$ cat src/rtl/id_issue_ctrl_pkg.sv
//------------------------------------------------------------------------------
// Module  : id_issue_ctrl_pkg
// Purpose : Shared encodings for the ID-stage issue sequencer. This package
//           holds the immediate-type selects, the RV32IM opcode and funct
//           constants, the sequencer state encodings and the NOP word.
// Revision: 1.0 - initial release
//------------------------------------------------------------------------------
`default_nettype none

package id_issue_ctrl_pkg;

    // Immediate-format selects that feed the ID immediate generator (bits [2:0]).
    localparam logic [2:0] IMM_TYPE1 = 3'd1;   // U-type
    localparam logic [2:0] IMM_TYPE2 = 3'd2;   // J-type
    localparam logic [2:0] IMM_TYPE3 = 3'd3;   // I-type
    localparam logic [2:0] IMM_TYPE4 = 3'd4;   // B-type
    localparam logic [2:0] IMM_TYPE5 = 3'd5;   // S-type
    localparam logic [2:0] IMM_TYPE6 = 3'd6;   // shift-amount

    localparam logic [6:0] OP_LUI    = 7'b0110111;
    localparam logic [6:0] OP_AUIPC  = 7'b0010111;
    localparam logic [6:0] OP_JAL    = 7'b1101111;
    localparam logic [6:0] OP_JALR   = 7'b1100111;
    localparam logic [6:0] OP_BRANCH = 7'b1100011;
    localparam logic [6:0] OP_LOAD   = 7'b0000011;
    localparam logic [6:0] OP_STORE  = 7'b0100011;
    localparam logic [6:0] OP_IMM    = 7'b0010011;
    localparam logic [6:0] OP_OP     = 7'b0110011;

    localparam logic [6:0] FUNCT7_MULDIV = 7'b0000001;
    localparam logic [2:0] FUNCT3_SLLI   = 3'b001;
    localparam logic [2:0] FUNCT3_SRXI   = 3'b101;  // SRLI and SRAI

    localparam logic [0:0] ST_RUN      = 1'b0;
    localparam logic [0:0] ST_DIV_BUSY = 1'b1;

    localparam logic [31:0] NOP_INST = 32'h0000_0013;  // addi x0,x0,0

endpackage

`default_nettype wire

$ cat src/rtl/id_issue_ctrl_imm_sel_decode.sv
//------------------------------------------------------------------------------
// Module  : imm_sel_decode
// Purpose : Combinational pre-decode of a fetched instruction. It produces
//           the immediate select, a divide flag and an rs2-usage flag.
// Ports   : i_inst      - instruction word
//           o_imm_sel   - {zero-extend, IMM_TYPE}
//           o_is_div    - DIV/DIVU/REM/REMU
//           o_uses_rs2  - instruction reads rs2 (BRANCH, STORE, OP)
// Revision: 1.0 - initial release
//------------------------------------------------------------------------------
`default_nettype none

module imm_sel_decode
    import id_issue_ctrl_pkg::*;
(
    input  logic [31:0] i_inst,
    output logic [3:0]  o_imm_sel,
    output logic        o_is_div,
    output logic        o_uses_rs2
);

    logic [6:0] w_opcode;
    logic [2:0] w_funct3;
    logic [6:0] w_funct7;

    assign w_opcode = i_inst[6:0];
    assign w_funct3 = i_inst[14:12];
    assign w_funct7 = i_inst[31:25];

    // Register and immediate fields are not needed for pre-decode.
    logic w_unused_bits;
    assign w_unused_bits = ^{i_inst[24:15], i_inst[11:7]};

    always_comb begin
        o_imm_sel  = {1'b0, IMM_TYPE3};
        o_is_div   = 1'b0;
        o_uses_rs2 = 1'b0;
        case (w_opcode)
            OP_LUI, OP_AUIPC: o_imm_sel = {1'b0, IMM_TYPE1};
            OP_JAL:           o_imm_sel = {1'b0, IMM_TYPE2};
            OP_JALR, OP_LOAD: o_imm_sel = {1'b0, IMM_TYPE3};
            OP_BRANCH: begin
                o_imm_sel  = {1'b0, IMM_TYPE4};
                o_uses_rs2 = 1'b1;
            end
            OP_STORE: begin
                o_imm_sel  = {1'b0, IMM_TYPE5};
                o_uses_rs2 = 1'b1;
            end
            OP_IMM: begin
                if (w_funct3 == FUNCT3_SLLI || w_funct3 == FUNCT3_SRXI)
                    o_imm_sel = {1'b0, IMM_TYPE6};
            end
            OP_OP: begin
                o_uses_rs2 = 1'b1;
                // funct3[2] set selects the divide/remainder half of the M group.
                o_is_div   = (w_funct7 == FUNCT7_MULDIV) && w_funct3[2];
            end
            default: o_imm_sel = {1'b0, IMM_TYPE3};
        endcase
    end

endmodule

`default_nettype wire

$ cat src/rtl/id_issue_ctrl.sv
//------------------------------------------------------------------------------
// Module  : id_issue_ctrl
// Purpose : ID-stage issue sequencer. It holds the IF/ID instruction
//           register and pre-decodes the immediate select. It issues to EX
//           under valid/ready, inserts load-use bubbles, and blocks issue
//           while a multi-cycle divide occupies EX.
// Ports   : CLK, RESET (async, active-high)
//           if_valid/if_inst/if_pc/if_ready - fetch handshake
//           flush                           - redirect, squashes ID
//           ex_mem_read/ex_rd/ex_ready      - EX status
//           issue_valid, id_inst, id_pc, id_imm_sel, id_is_div - to EX
//           div_busy                        - divide occupies EX
// Config  : ID_PERF_CNT_EN adds the perf_haz_cnt and perf_div_cnt outputs.
// Revision: 1.0 - initial release
//------------------------------------------------------------------------------
`default_nettype none

module id_issue_ctrl
    import id_issue_ctrl_pkg::*;
#(
    parameter int DIV_CYCLES = 34,
    parameter int CNT_W      = 6
) (
    input  logic        CLK,
    input  logic        RESET,
    input  logic        if_valid,
    input  logic [31:0] if_inst,
    input  logic [31:0] if_pc,
    output logic        if_ready,
    input  logic        flush,
    input  logic        ex_mem_read,
    input  logic [4:0]  ex_rd,
    input  logic        ex_ready,
    output logic        issue_valid,
    output logic [31:0] id_inst,
    output logic [31:0] id_pc,
    output logic [3:0]  id_imm_sel,
    output logic        id_is_div,
    output logic        div_busy
`ifdef ID_PERF_CNT_EN
    ,
    output logic [31:0] perf_haz_cnt,
    output logic [31:0] perf_div_cnt
`endif
);

    localparam logic [CNT_W-1:0] c_div_load = CNT_W'(DIV_CYCLES - 1);
    localparam logic [CNT_W-1:0] c_cnt_one  = CNT_W'(1);

    logic [0:0]       r_state;
    logic [CNT_W-1:0] r_div_cnt;
    logic             r_id_valid;
    logic [31:0]      r_id_inst;
    logic [31:0]      r_id_pc;
    logic [3:0]       r_id_imm_sel;
    logic             r_id_is_div;
    logic             r_id_uses_rs2;

    logic [3:0] w_dec_imm_sel;
    logic       w_dec_is_div;
    logic       w_dec_uses_rs2;
    logic       w_run;
    logic       w_hazard;
    logic       w_fire;
    logic       w_load;

    // Decode happens ahead of the ID register so that id_imm_sel is registered.
    imm_sel_decode u_dec (
        .i_inst     (if_inst),
        .o_imm_sel  (w_dec_imm_sel),
        .o_is_div   (w_dec_is_div),
        .o_uses_rs2 (w_dec_uses_rs2)
    );

    assign w_run    = (r_state == ST_RUN);
    assign w_hazard = r_id_valid && ex_mem_read && (ex_rd != 5'd0) &&
                      ((ex_rd == r_id_inst[19:15]) ||
                       ((ex_rd == r_id_inst[24:20]) && r_id_uses_rs2));

    assign issue_valid = r_id_valid && w_run && !w_hazard && !flush;
    assign w_fire      = issue_valid && ex_ready;
    assign if_ready    = w_run && !w_hazard && (!r_id_valid || w_fire);
    assign w_load      = if_valid && if_ready && !flush;

    always_ff @(posedge CLK or posedge RESET) begin
        if (RESET) begin
            r_state       <= ST_RUN;
            r_div_cnt     <= '0;
            r_id_valid    <= 1'b0;
            r_id_inst     <= NOP_INST;
            r_id_pc       <= '0;
            r_id_imm_sel  <= '0;
            r_id_is_div   <= 1'b0;
            r_id_uses_rs2 <= 1'b0;
        end else if (flush) begin
            r_state    <= ST_RUN;
            r_div_cnt  <= '0;
            r_id_valid <= 1'b0;
        end else begin
            if (w_load) begin
                r_id_valid    <= 1'b1;
                r_id_inst     <= if_inst;
                r_id_pc       <= if_pc;
                r_id_imm_sel  <= w_dec_imm_sel;
                r_id_is_div   <= w_dec_is_div;
                r_id_uses_rs2 <= w_dec_uses_rs2;
            end else if (w_fire) begin
                r_id_valid <= 1'b0;
            end

            case (r_state)
                ST_RUN: begin
                    if (w_fire && r_id_is_div) begin
                        r_state   <= ST_DIV_BUSY;
                        r_div_cnt <= c_div_load;
                    end
                end
                ST_DIV_BUSY: begin
                    // Leaving on count 1 makes the next issue DIV_CYCLES after the fire.
                    if (r_div_cnt == c_cnt_one) begin
                        r_state   <= ST_RUN;
                        r_div_cnt <= '0;
                    end else begin
                        r_div_cnt <= r_div_cnt - c_cnt_one;
                    end
                end
                default: begin
                    r_state   <= ST_RUN;
                    r_div_cnt <= '0;
                end
            endcase
        end
    end

    assign id_inst    = r_id_inst;
    assign id_pc      = r_id_pc;
    assign id_imm_sel = r_id_imm_sel;
    assign id_is_div  = r_id_is_div;
    assign div_busy   = (r_state == ST_DIV_BUSY);

`ifdef ID_PERF_CNT_EN
    logic [31:0] r_perf_haz_cnt;
    logic [31:0] r_perf_div_cnt;

    always_ff @(posedge CLK or posedge RESET) begin
        if (RESET) begin
            r_perf_haz_cnt <= '0;
            r_perf_div_cnt <= '0;
        end else begin
            if (w_hazard && w_run && !flush)
                r_perf_haz_cnt <= r_perf_haz_cnt + 32'd1;
            if (!w_run)
                r_perf_div_cnt <= r_perf_div_cnt + 32'd1;
        end
    end

    assign perf_haz_cnt = r_perf_haz_cnt;
    assign perf_div_cnt = r_perf_div_cnt;
`endif

endmodule

`default_nettype wire

$ cat config.mk
export PLATFORM = sky130hd
export DESIGN_NAME = id_issue_ctrl
export DESIGN_NICKNAME = d
export VERILOG_FILES = /design/src/rtl/id_issue_ctrl_pkg.sv /design/src/rtl/id_issue_ctrl_imm_sel_decode.sv /design/src/rtl/id_issue_ctrl.sv
export SDC_FILE = /design/constraint.sdc
export NUM_CORES = 1
export LEC_CHECK = 0
export CORE_UTILIZATION = 30
export CTS_BUF_LIST = sky130_fd_sc_hd__clkbuf_8 sky130_fd_sc_hd__clkbuf_16
export CTS_CLUSTER_SIZE = 10
export DETAILED_ROUTE_END_ITERATION = 12
export DONT_BUFFER_PORTS = 1
export HOLD_SLACK_MARGIN = 0.15
export SLEW_MARGIN = 20
export SYNTH_ARGS = -nofsm -noshare
export SYNTH_HDL_FRONTEND = slang
export SYNTH_SLANG_ARGS = --single-unit
$ cat constraint.sdc
create_clock -name CLK -period 3.1 [get_ports CLK]
set_clock_uncertainty 0.05 [all_clocks]
set_input_delay 0.62 -clock CLK [delete_from_list [all_inputs] [get_ports CLK]]
set_output_delay 0.62 -clock CLK [all_outputs]
set_load 0.02 [all_outputs]
# == After elaboration in Yosys (flattened, before gate mapping) ==
# Cells that the tools add are included.
# op_classes
n_bitwise,2
muxes,15
n_reduce_logical,25
add_sub_neg,1
n_eq_ne,14
# ops
operator,n
$eq A7 B6 Y1 const B,3
$pmux W4 S5,1
$mux W6,3
$eq A7 B5 Y1 const B,2
$eq A7 B7 Y1 const B,2
$logic_and A1 B1 Y1,14
$pmux W6 S2,1
$eq A5 B5 Y1,2
$mux W1,8
$eq A7 B1 Y1 const B,1
$eq A6 B1 Y1 const B,1
$sub A6 B1 Y6 const B,1
$reduce_bool A5 Y1,1
$eq A3 B1 Y1 const B,1
$eq A3 B3 Y1 const B,1
$logic_not A1 Y1,3
$logic_or A1 B1 Y1,3
$mux W3,1
$ne A3 B2 Y1 const B,1
$reduce_bool A3 Y1,1
$reduce_or A3 Y1,1
$not A1 Y1,2
$pmux W1 S2,1
$reduce_and A2 Y1,1
$reduce_or A2 Y1,1
# totals
regBits,78
out_inout_bits,72
elab_cells,65

# == Logic depth before layout (Yosys ltp) ==
# Gate-level depths: netlist of run 1.
# depth
word_depth,14
mapped_depth,7

# == Hierarchy ==
# Synthesis of run 1 repeated with hierarchy kept, for this count alone.
# unflattened
cells_unflattened,254
area_unflattened_um2,3444.6
# modules_own_cells
mod,area_per_inst_um2,cells_per_inst,instances
id_issue_ctrl,3246.9,226,1
imm_sel_decode,197.7,28,1

# == Worst setup path after synthesis of run 1 ==
# Ideal clock, no wire load.
# synth_path
kind,input-to-output
startpoint,input port ex_rd[0]
endpoint,output port if_ready
path_buffers,0
setup_slack_ps,556
arrival_time_ps,1874
path_stages,4
cell_sequence,or4_1 o21ai_0 o211ai_1 a21oi_1
# synth_via
elab_chain_cells,10
# synth_rtl
element,line_no,text
from (decl),id_issue_ctrl.sv:32,"input logic [4:0] ex_rd,"
$eq A5 B5 Y1,id_issue_ctrl.sv:78,((ex_rd == r_id_inst[24:20]) && r_id_uses_rs2));
$logic_and A1 B1 Y1,id_issue_ctrl.sv:78,
$logic_or A1 B1 Y1,id_issue_ctrl.sv:77,((ex_rd == r_id_inst[19:15]) ||
$logic_and A1 B1 Y1 *,id_issue_ctrl.sv:76,assign w_hazard = r_id_valid && ex_mem_read && (ex_rd != 5'd0) &&
$logic_not A1 Y1 *,"id_issue_ctrl.sv:80, id_issue_ctrl.sv:82",
$logic_and A1 B1 Y1 (2 in a row),id_issue_ctrl.sv:80,assign issue_valid = r_id_valid && w_run && !w_hazard && !flush;
$logic_and A1 B1 Y1,id_issue_ctrl.sv:81,assign w_fire = issue_valid && ex_ready;
$logic_or A1 B1 Y1,id_issue_ctrl.sv:82,assign if_ready = w_run && !w_hazard && (!r_id_valid || w_fire);
$logic_and A1 B1 Y1 *,id_issue_ctrl.sv:82,
to (decl),id_issue_ctrl.sv:29,"output logic if_ready,"
# Mark *: on every way between the ends. The rest lies on a longest branch, timed or not.

# == Final worst setup path of run 1 ==
# Same ends and word-level chain as after synthesis.

==> results of run 1 <==
## kinds of logic (layout without fill, tap and decap cells)
group / Yosys count / in the layout / share of synthesized area
DFF: 77 / 77 / 0.570
muxes: 69 / 69 / 0.240
and+or+nand+nor: 44 / 44 / 0.0694
AOI/OAI and AO/OA: 29 / 29 / 0.0613
buffers and inverters: 16 / 28 / 0.0251
xor gates and xnor gates: 10 / 10 / 0.0258
adders and majority gates: 2 / 2 / 0.00738
other: 1 / 1 / 0.00111
## power by group through the flow
| stage | combinational, W | clock, W | sequential (W) |
|---|---|---|---|
| 2_1_floorplan | 0.000560 | 0 | 0.00190 |
| 6_report | 0.000629 | 0.00110 | 0.00198 |
| 3_3_place_gp | 0.000607 | 0 | 0.00200 |
| 4_1_cts | 0.000641 | 0.00115 | 0.00199 |
| 5_1_grt | 0.000697 | 0.00118 | 0.00203 |
| 3_5_place_dp | 0.000640 | 0 | 0.00200 |
## final timing paths
check / start / cells past startpoint / slack (ps) / end
min: flush / 1 / 290 / r_id_valid
max in group asynchronous: RESET / 3 / 1710 / id_inst[0]
max: ex_rd[0] / 4 / 420 / if_ready
max reg2reg: id_inst[23] / 6 / 700 / id_pc[22]
min in group asynchronous: RESET / 2 / 590 / id_pc[9]
min reg2reg: r_div_cnt[3] / 2 / 480 / r_div_cnt[3]
## metal layers
| layer | vias up | wire (um) | GRT usage |
|---|---|---|---|
| li1 | 905 | - | - |
| met1 | 1003 | 2860 | 0.143 |
| met2 | 98 | 3360 | 0.200 |
| met3 | 7 | 875 | 0.0723 |
| met4 | 0 | 102 | 0.0492 |
| met5 | - | 0 | 0 |
## flip-flops by register name, summed over array words and instances (netlist names)
register / flops
r_id_uses_rs2: 1
id_imm_sel: 3
r_id_valid: 1
div_busy: 1
id_pc: 32
id_is_div: 1
id_inst: 32
r_div_cnt: 6
## cell type report
cell class	instances	share of cell area
Clock buffer	9	0.0581
Clock inverter	7	0.0235
Inverter	6	0.00613
Multi-Input combinational cell	155	0.357
Sequential cell	77	0.498
Tap cell	140	0.0452
Timing Repair Buffer	6	0.0123
## cell usage in the layout, fill, tap and decap left out, types with 3 or more instances in the layout
| master | n |
|---|---|
| clkinvlp_4 | 3 |
| inv_1 | 6 |
| o21ai_0 | 5 |
| nand3_1 | 8 |
| xnor2_1 | 10 |
| a21oi_1 | 6 |
| mux2_2 | 59 |
| o21a_1 | 3 |
| nor3b_1 | 3 |
| nor2_1 | 6 |
| buf_4 | 5 |
| nor3_1 | 5 |
| dfrtp_1 | 74 |
| nand2_1 | 8 |
| dfstp_2 | 3 |
| nand2b_1 | 3 |
| clkbuf_16 | 9 |
| mux2_4 | 10 |
## cells in the mapped netlist (2+ instances only)
library cell | n | area, um2
nor2_1 | 6 | 22.5
or3_1 | 2 | 12.5
nor4b_1 | 2 | 17.5
xnor2_1 | 10 | 87.6
nand4_1 | 2 | 12.5
a21oi_1 | 6 | 30.0
o21ai_0 | 5 | 25.0
mux2_2 | 59 | 664
ha_1 | 2 | 25.0
mux2_4 | 10 | 150
a31o_2 | 2 | 17.5
nand3_1 | 8 | 40.0
inv_1 | 6 | 22.5
o21a_1 | 3 | 22.5
nand2b_1 | 3 | 18.8
or4_1 | 2 | 15.0
dfrtp_1 | 74 | 1850
o211ai_1 | 2 | 15.0
clkbuf_1 | 2 | 7.51
buf_6 | 2 | 22.5
buf_2 | 5 | 25.0
dfstp_2 | 3 | 78.8
nor3_1 | 5 | 25.0
nand2_1 | 8 | 30.0
nor3b_1 | 3 | 22.5
## through the flow
| step | hold WS (ps) | util | total power [W] | cell area, um2 | setup WS [ps] |
|---|---|---|---|---|---|
| 3_5_place_dp | 366 | 0.325 | 0.00264 | 3550 | 406 |
| 4_1_cts | 270 | 0.355 | 0.00378 | 3880 | 398 |
| 6_report | 288 | 0.355 | 0.00371 | 3880 | 420 |
| 2_1_floorplan | 429 | - | 0.00246 | 3390 | 468 |
| 5_1_grt | 269 | 0.355 | 0.00391 | 3880 | 286 |
| 3_3_place_gp | 359 | 0.325 | 0.00260 | 3550 | 439 |
## repair_timing
action | in CTS | in global routing
setup endpoints to repair | 0 | 0
endpoints found under the hold margin | 9 | 0
buffers inserted | 0 | 0
hold buffers | 1 | 0
==> results.cfg, run 1 <==
[floorplan]
initial_core_util = 0.310
ios = 147
num_rows = 38
die_height_um = 108
die_w_um = 108
core_area_um2 = 10900
dieArea_um2 = 11700

[sta]
hold_violations = 0
slew_headroom = 0.634
setup_violations = 0
tns_ps = 0
fin_crit_ps = 2680
post-route-period-util = 0.865
slew_violations = 0
tightest_slew_ps = 549
rsz0062_at_grt = no
fmax_ghz = 0.373

[synth]
synthFlopType = dfrtp_1
syn_area_per_cell_um2 = 13.7
synthCells = 248
synth_edf_count = 0
ys_types = 41
synth_warnings = 0
syn_area_um2 = 3390
yosysSeqAreaShare = 0.570
synth_seq_cells = 77
synthArstFlopShare = 1.00
synth_nets = 325

[cells_and_area]
area_delta_synth_final_pct = 14.4
antenna_cells = 0
final_cells = 400
drive_above_1_share = 0.373
n_fill_cell = 1092
layout.nets = 332
register_area_um2 = 1930
multi_input_area_um2 = 1390

[outcome]
outcome = finished clean

[min_path]
worstHoldPathType = in -> reg

[place]
dp.cells = 383
dp_hpwl_mm = 5.37
place.port_buffers = 0
gp_congestion = 0.817

[clock_network]
clock_latency_ps = 340
cts_tree = yes
cts_htree_levels = 3
cts_buffer_depth = 2
cts-resized-gates = 0
clk_pin_slew_ps = 60
clockRootBuffer = clkbuf_16
cts_buffers = 9
clock-sinks = 77

[pwr]
swShare = 0.348
pwr-share-clk = 0.297
internal_power_w = 0.00242
vdd_drop_max_mv = 0.401
p_switching_w = 0.00129
p_seq_frac = 0.534
p_leak_nw = 1.60
comb_power_share = 0.169
power_density_nw_per_um2 = 957

[critical_path]
worst_ep_arrival_time_ps = 2010
cp_num_buf_inv = 0
max_stage_delay_ps = 540
start_kind = input pin
path_cells = or4_1 > o21ai_0 > o211ai_1 > a21oi_1
critPathRequiredTime_ps = 2430
slowest_stage = or4_1
endpoint_kind = output pin
crit_family = compound AO/OA/AOI/OAI gates
cp_max_fo = 3
crit_type = in -> out

[grt]
overflow = 0
first_global_vias = 2185
antenna_found_initial = 0
grt_use_total = 0.127
grt_pass1_wl_mm = 11.0
grt_max_degree = 43

[routing]
drc = 0
drtIter0Drc = 118
wire_per_inst_um = 18.0
wirelength_mm = 7.20
vias = 2013
postRouteAntennaNets = 0
drtPass1Iterations = 4
via_per_inst = 5.03

[run]
drv_cap = 0
Power figures use the tool's default switching activity.
==> inputs of run 2 (changes only) <==
--- a/config.mk
+++ b/config.mk
@@ -5,12 +5,14 @@
 export SDC_FILE = /design/constraint.sdc
 export NUM_CORES = 1
 export LEC_CHECK = 0
+export CORE_ASPECT_RATIO = 2
 export CORE_UTILIZATION = 30
 export CTS_BUF_LIST = sky130_fd_sc_hd__clkbuf_8 sky130_fd_sc_hd__clkbuf_16
 export CTS_CLUSTER_SIZE = 10
 export DETAILED_ROUTE_END_ITERATION = 12
 export DONT_BUFFER_PORTS = 1
 export HOLD_SLACK_MARGIN = 0.15
+export MAX_ROUTING_LAYER = met4
 export SLEW_MARGIN = 20
 export SYNTH_ARGS = -nofsm -noshare
 export SYNTH_HDL_FRONTEND = slang
==> run 2 against run 1 <==
First-iteration DRC count down 48%; worst setup slack worse by 26 ps; register-to-register slack better by 80 ps; count of clock-buffer cells in the layout unchanged; largest power group unchanged; sequential cell count is the same; final cell count is 0.75% lower; critical path depth unchanged; die area is 0.21% higher; wire length increased by 5.5%.
==> results.cfg, run 2 (synthesis results as in run 1) <==
[routing]
vias = 2030
drtIter0Drc = 61
wire_per_inst_um = 19.1
dr_wl_met3_um = 543
via_per_inst = 5.11
postRouteAntennaNets = 0
drtPass1Iterations = 4
met1_length_mm = 2.61
drc = 0
wl_met2_mm = 4.16
wirelength_mm = 7.59
highest_layer = met4

[sta]
tns_ps = 0
fmax_ghz = 0.370
post-route-period-util = 0.873
tightest_slew_ps = 968
worst_slack_ps = 394
rsz0062_at_grt = no
slew_violations = 0
setup_violations = 0
hold_violations = 0
fin_crit_ps = 2710
slew_headroom = 0.354

[floorplan]
num_rows = 54
ios = 147
core_area_um2 = 10900
dieArea_um2 = 11800
die_height_um = 152
die_w_um = 77.2
initial_core_util = 0.310

[critical_path]
cp_max_fo = 3
endpoint_kind = output pin
critPathRequiredTime_ps = 2430
worst_ep_arrival_time_ps = 2040
start_kind = input pin
crit_type = in -> out

[clock_network]
clock-sinks = 77
cts_buffers = 9
cts_tree = yes
ctsHoldBuffers = 0
clk_pin_slew_ps = 60
clockRootBuffer = clkbuf_16
post_cts_buffers = 0
clock_latency_ps = 330
cts_htree_levels = 3
cts_buffer_depth = 2
cts-resized-gates = 0

[cells_and_area]
final_common_cell = dfrtp_1
utilization = 0.350
final_cell_mix = dfrtp_1, mux2_2, xnor2_1, mux2_4, clkbuf_16
final_area_um2 = 3830
layout.nets = 329
antenna_cells = 0
area_delta_synth_final_pct = 12.9
drive_above_1_share = 0.370

[min_path]
worstHoldPathType = in -> async

[grt]
overflow = 0
antenna_found_initial = 0
grt_max_degree = 70
grt_pass1_wl_mm = 11.8
grt_use_total = 0.138
first_global_vias = 2209

[pwr]
p_leak_nw = 1.57
vdd_drop_max_mv = 0.333
power_density_nw_per_um2 = 933

[place]
gp_congestion = 0.742
place.port_buffers = 0
post-place-ws_ps = 410
place_area_um2 = 3550
dp_hpwl_mm = 5.67

[outcome]
outcome = finished clean

[run]
drv_cap = 0
run 2: cell count changes in the layout (fill, tap and decap cells not counted):
cell,before,now
buf_12,0,1
buf_4,5,2
bufinv_16,2,0
clkinv_2,2,1
clkinv_4,0,1
clkinvlp_4,3,4
dlygate4sd3_1,1,0
inv_6,0,1
run 2: path summary, 6_finish.rpt:
path | slack (ps) | cells past startpoint | from | to
setup reg to reg | 780 | 6 | id_inst[19] | id_pc[27]
max in group asynchronous | 1940 | 2 | RESET | id_pc[8]
setup / recovery | 390 | 4 | ex_rd[0] | if_ready
hold reg to reg | 490 | 1 | r_id_uses_rs2 | r_id_uses_rs2
min in group CLK | 310 | 1 | flush | r_id_valid
hold / removal | 310 | 1 | RESET | id_pc[31]
run 2: area by class of cell:
type,instances,area [um2]
inverter,6,23.8
sequential,77,1930
fill,1096,7120
timing repair buffer,3,35.0
tap,140,175
clock buffer,9,225
clock inverter,7,51.3
multi-input combinational,155,1390
run 2: through the flow:
stage	power [W]	hold WS, ps	instances
6_report	0.00357	306	397
5_1_grt	0.00375	299	397
2_1_floorplan	0.00246	429	248
3_5_place_dp	0.00265	476	381
4_1_cts	0.00363	286	397
3_3_place_gp	0.00262	462	381
run 2: metal layers:
layer  GRT usage  vias up
met4      0.0889        0
met3      0.0401       16
met5           -        -
met2       0.235      101
met1       0.134     1018
li1            -      895
run 2: power breakdown:
part / internal [W] / switching, W / leakage [nW]
registers: 0.00134 / 0.000653 / 0.910
clock network: 0.000542 / 0.000409 / 0.125
logic: 0.000381 / 0.000246 / 0.537
total: 0.00226 / 0.00131 / 1.57
run 2: critical path: stages:
cell and delay, ps:
or4_1 570, o21ai_0 320, o211ai_1 120, a21oi_1 400
==> inputs of run 3 (changes only) <==
--- a/config.mk
+++ b/config.mk
@@ -13,6 +13,7 @@
 export DONT_BUFFER_PORTS = 1
 export HOLD_SLACK_MARGIN = 0.15
 export MAX_ROUTING_LAYER = met4
+export REMOVE_ABC_BUFFERS = 1
 export SLEW_MARGIN = 20
 export SYNTH_ARGS = -nofsm -noshare
 export SYNTH_HDL_FRONTEND = slang
==> run 3 against run 2 <==
Final cell count is 0.50% higher; wire length up 2.3%; sequential power barely moved; register-to-register slack got worse by 230 ps; critical path type is now reg -> out; highest routed layer unchanged.
==> results.cfg, run 3 (synthesis results as in run 1) <==
[outcome]
outcome = finished clean

[floorplan]
initial_core_util = 0.310
ios = 147
core_area_um2 = 10900
num_rows = 54
die_w_um = 77.2
die_height_um = 152
dieArea_um2 = 11800

[cells_and_area]
layout.nets = 331
n_fill_cell = 1090
utilization = 0.356
final_area_um2 = 3890
area_delta_synth_final_pct = 14.8
antenna_cells = 0
final_cells = 399
final_common_cell = dfrtp_1
final_cell_mix = dfrtp_1, mux2_2, xnor2_1, mux2_4, clkbuf_16
drive_above_1_share = 0.375

[clock_network]
cts_htree_levels = 3
clock-sinks = 77
cts-resized-gates = 0
clock_latency_ps = 330
cts_tree = yes
clockRootBuffer = clkbuf_16
cts_buffer_depth = 2
cts_buffers = 9
ctsHoldBuffers = 0
clk_pin_slew_ps = 60
post_cts_buffers = 0

[pwr]
p_leak_nw = 1.62
power_w = 0.00375
vdd_drop_max_mv = 0.408
power_density_nw_per_um2 = 963

[grt]
first_global_vias = 2255
grt_max_degree = 41
overflow = 0
antenna_found_initial = 0
grt_use_total = 0.144
grt_pass1_wl_mm = 12.4

[routing]
vias = 2010
drc = 0
postRouteAntennaNets = 0
wirelength_mm = 7.77
wl_met2_mm = 4.54
wire_per_inst_um = 19.5
highest_layer = met4
drtIter0Drc = 58
dr_wl_met3_um = 446
via_per_inst = 5.04
met1_length_mm = 2.66
drtPass1Iterations = 4

[sta]
fmax_ghz = 0.369
post-route-period-util = 0.875
rsz0062_at_grt = no
setup_violations = 0
slew_violations = 0
fin_crit_ps = 2710
hold_violations = 0
tightest_slew_ps = 695
slew_headroom = 0.536
tns_ps = 0

[min_path]
worstHoldPathType = in -> async

[critical_path]
worst_ep_arrival_time_ps = 2040
critPathRequiredTime_ps = 2430
start_kind = register
cp_max_fo = 5
crit_type = reg -> out
endpoint_kind = output pin

[place]
place_area_um2 = 3580
dp_hpwl_mm = 5.92
place.port_buffers = 0
gp_congestion = 0.794
dp.cells = 383

[run]
drv_cap = 0
run 3: through the flow:
stage               hold slack, ps  setup WS [ps]
floorplan                      429           -695
global placement               458            385
detailed placement             449            389
CTS                            217            317
global route                   266            235
finish                         209            389
run 3: per-layer routing:
metal | global-route usage | vias to the layer above
met5 | - | -
met4 | 0.0647 | 0
met3 | 0.0359 | 7
met2 | 0.257 | 94
met1 | 0.143 | 1010
li1 | - | 899
run 3: critical path, stage by stage, from the launching register on:
cell and delay [ps]:
dfrtp_1 490, xnor2_1 250, nand3_1 100, o22a_1 320, nand2b_1 250, and3_1 300
run 3: area by class of cell:
cell class / count / area, um2 / area share
clock inverter: 7 / 90.1 / 0.0231
inverter: 6 / 23.8 / 0.00611
tap: 140 / 175 / 0.0450
clock buffer: 9 / 225 / 0.0579
timing repair buffer: 5 / 62.6 / 0.0161
multi-input combinational: 155 / 1390 / 0.356
sequential: 77 / 1930 / 0.496
run 3: final timing paths:
kind	end	slack, ps	from	depth (start not counted)
worst max-delay path	issue_valid	390	id_inst[19]	5
worst min-delay path	id_pc[16]	210	RESET	1
worst max register to register	id_pc[6]	550	id_inst[19]	7
worst min register to register	r_id_uses_rs2	460	r_id_uses_rs2	1
max in group asynchronous	id_inst[0]	2080	RESET	2
min in group CLK	r_id_valid	310	flush	1
run 3: power breakdown:
part | leakage (nW) | total [W] | switching [W] | internal (W)
Combinational | 0.551 | 0.000646 | 0.000257 | 0.000389
Sequential | 0.910 | 0.00199 | 0.000653 | 0.00134
Clock | 0.157 | 0.00111 | 0.000409 | 0.000702
Total | 1.62 | 0.00375 | 0.00132 | 0.00243
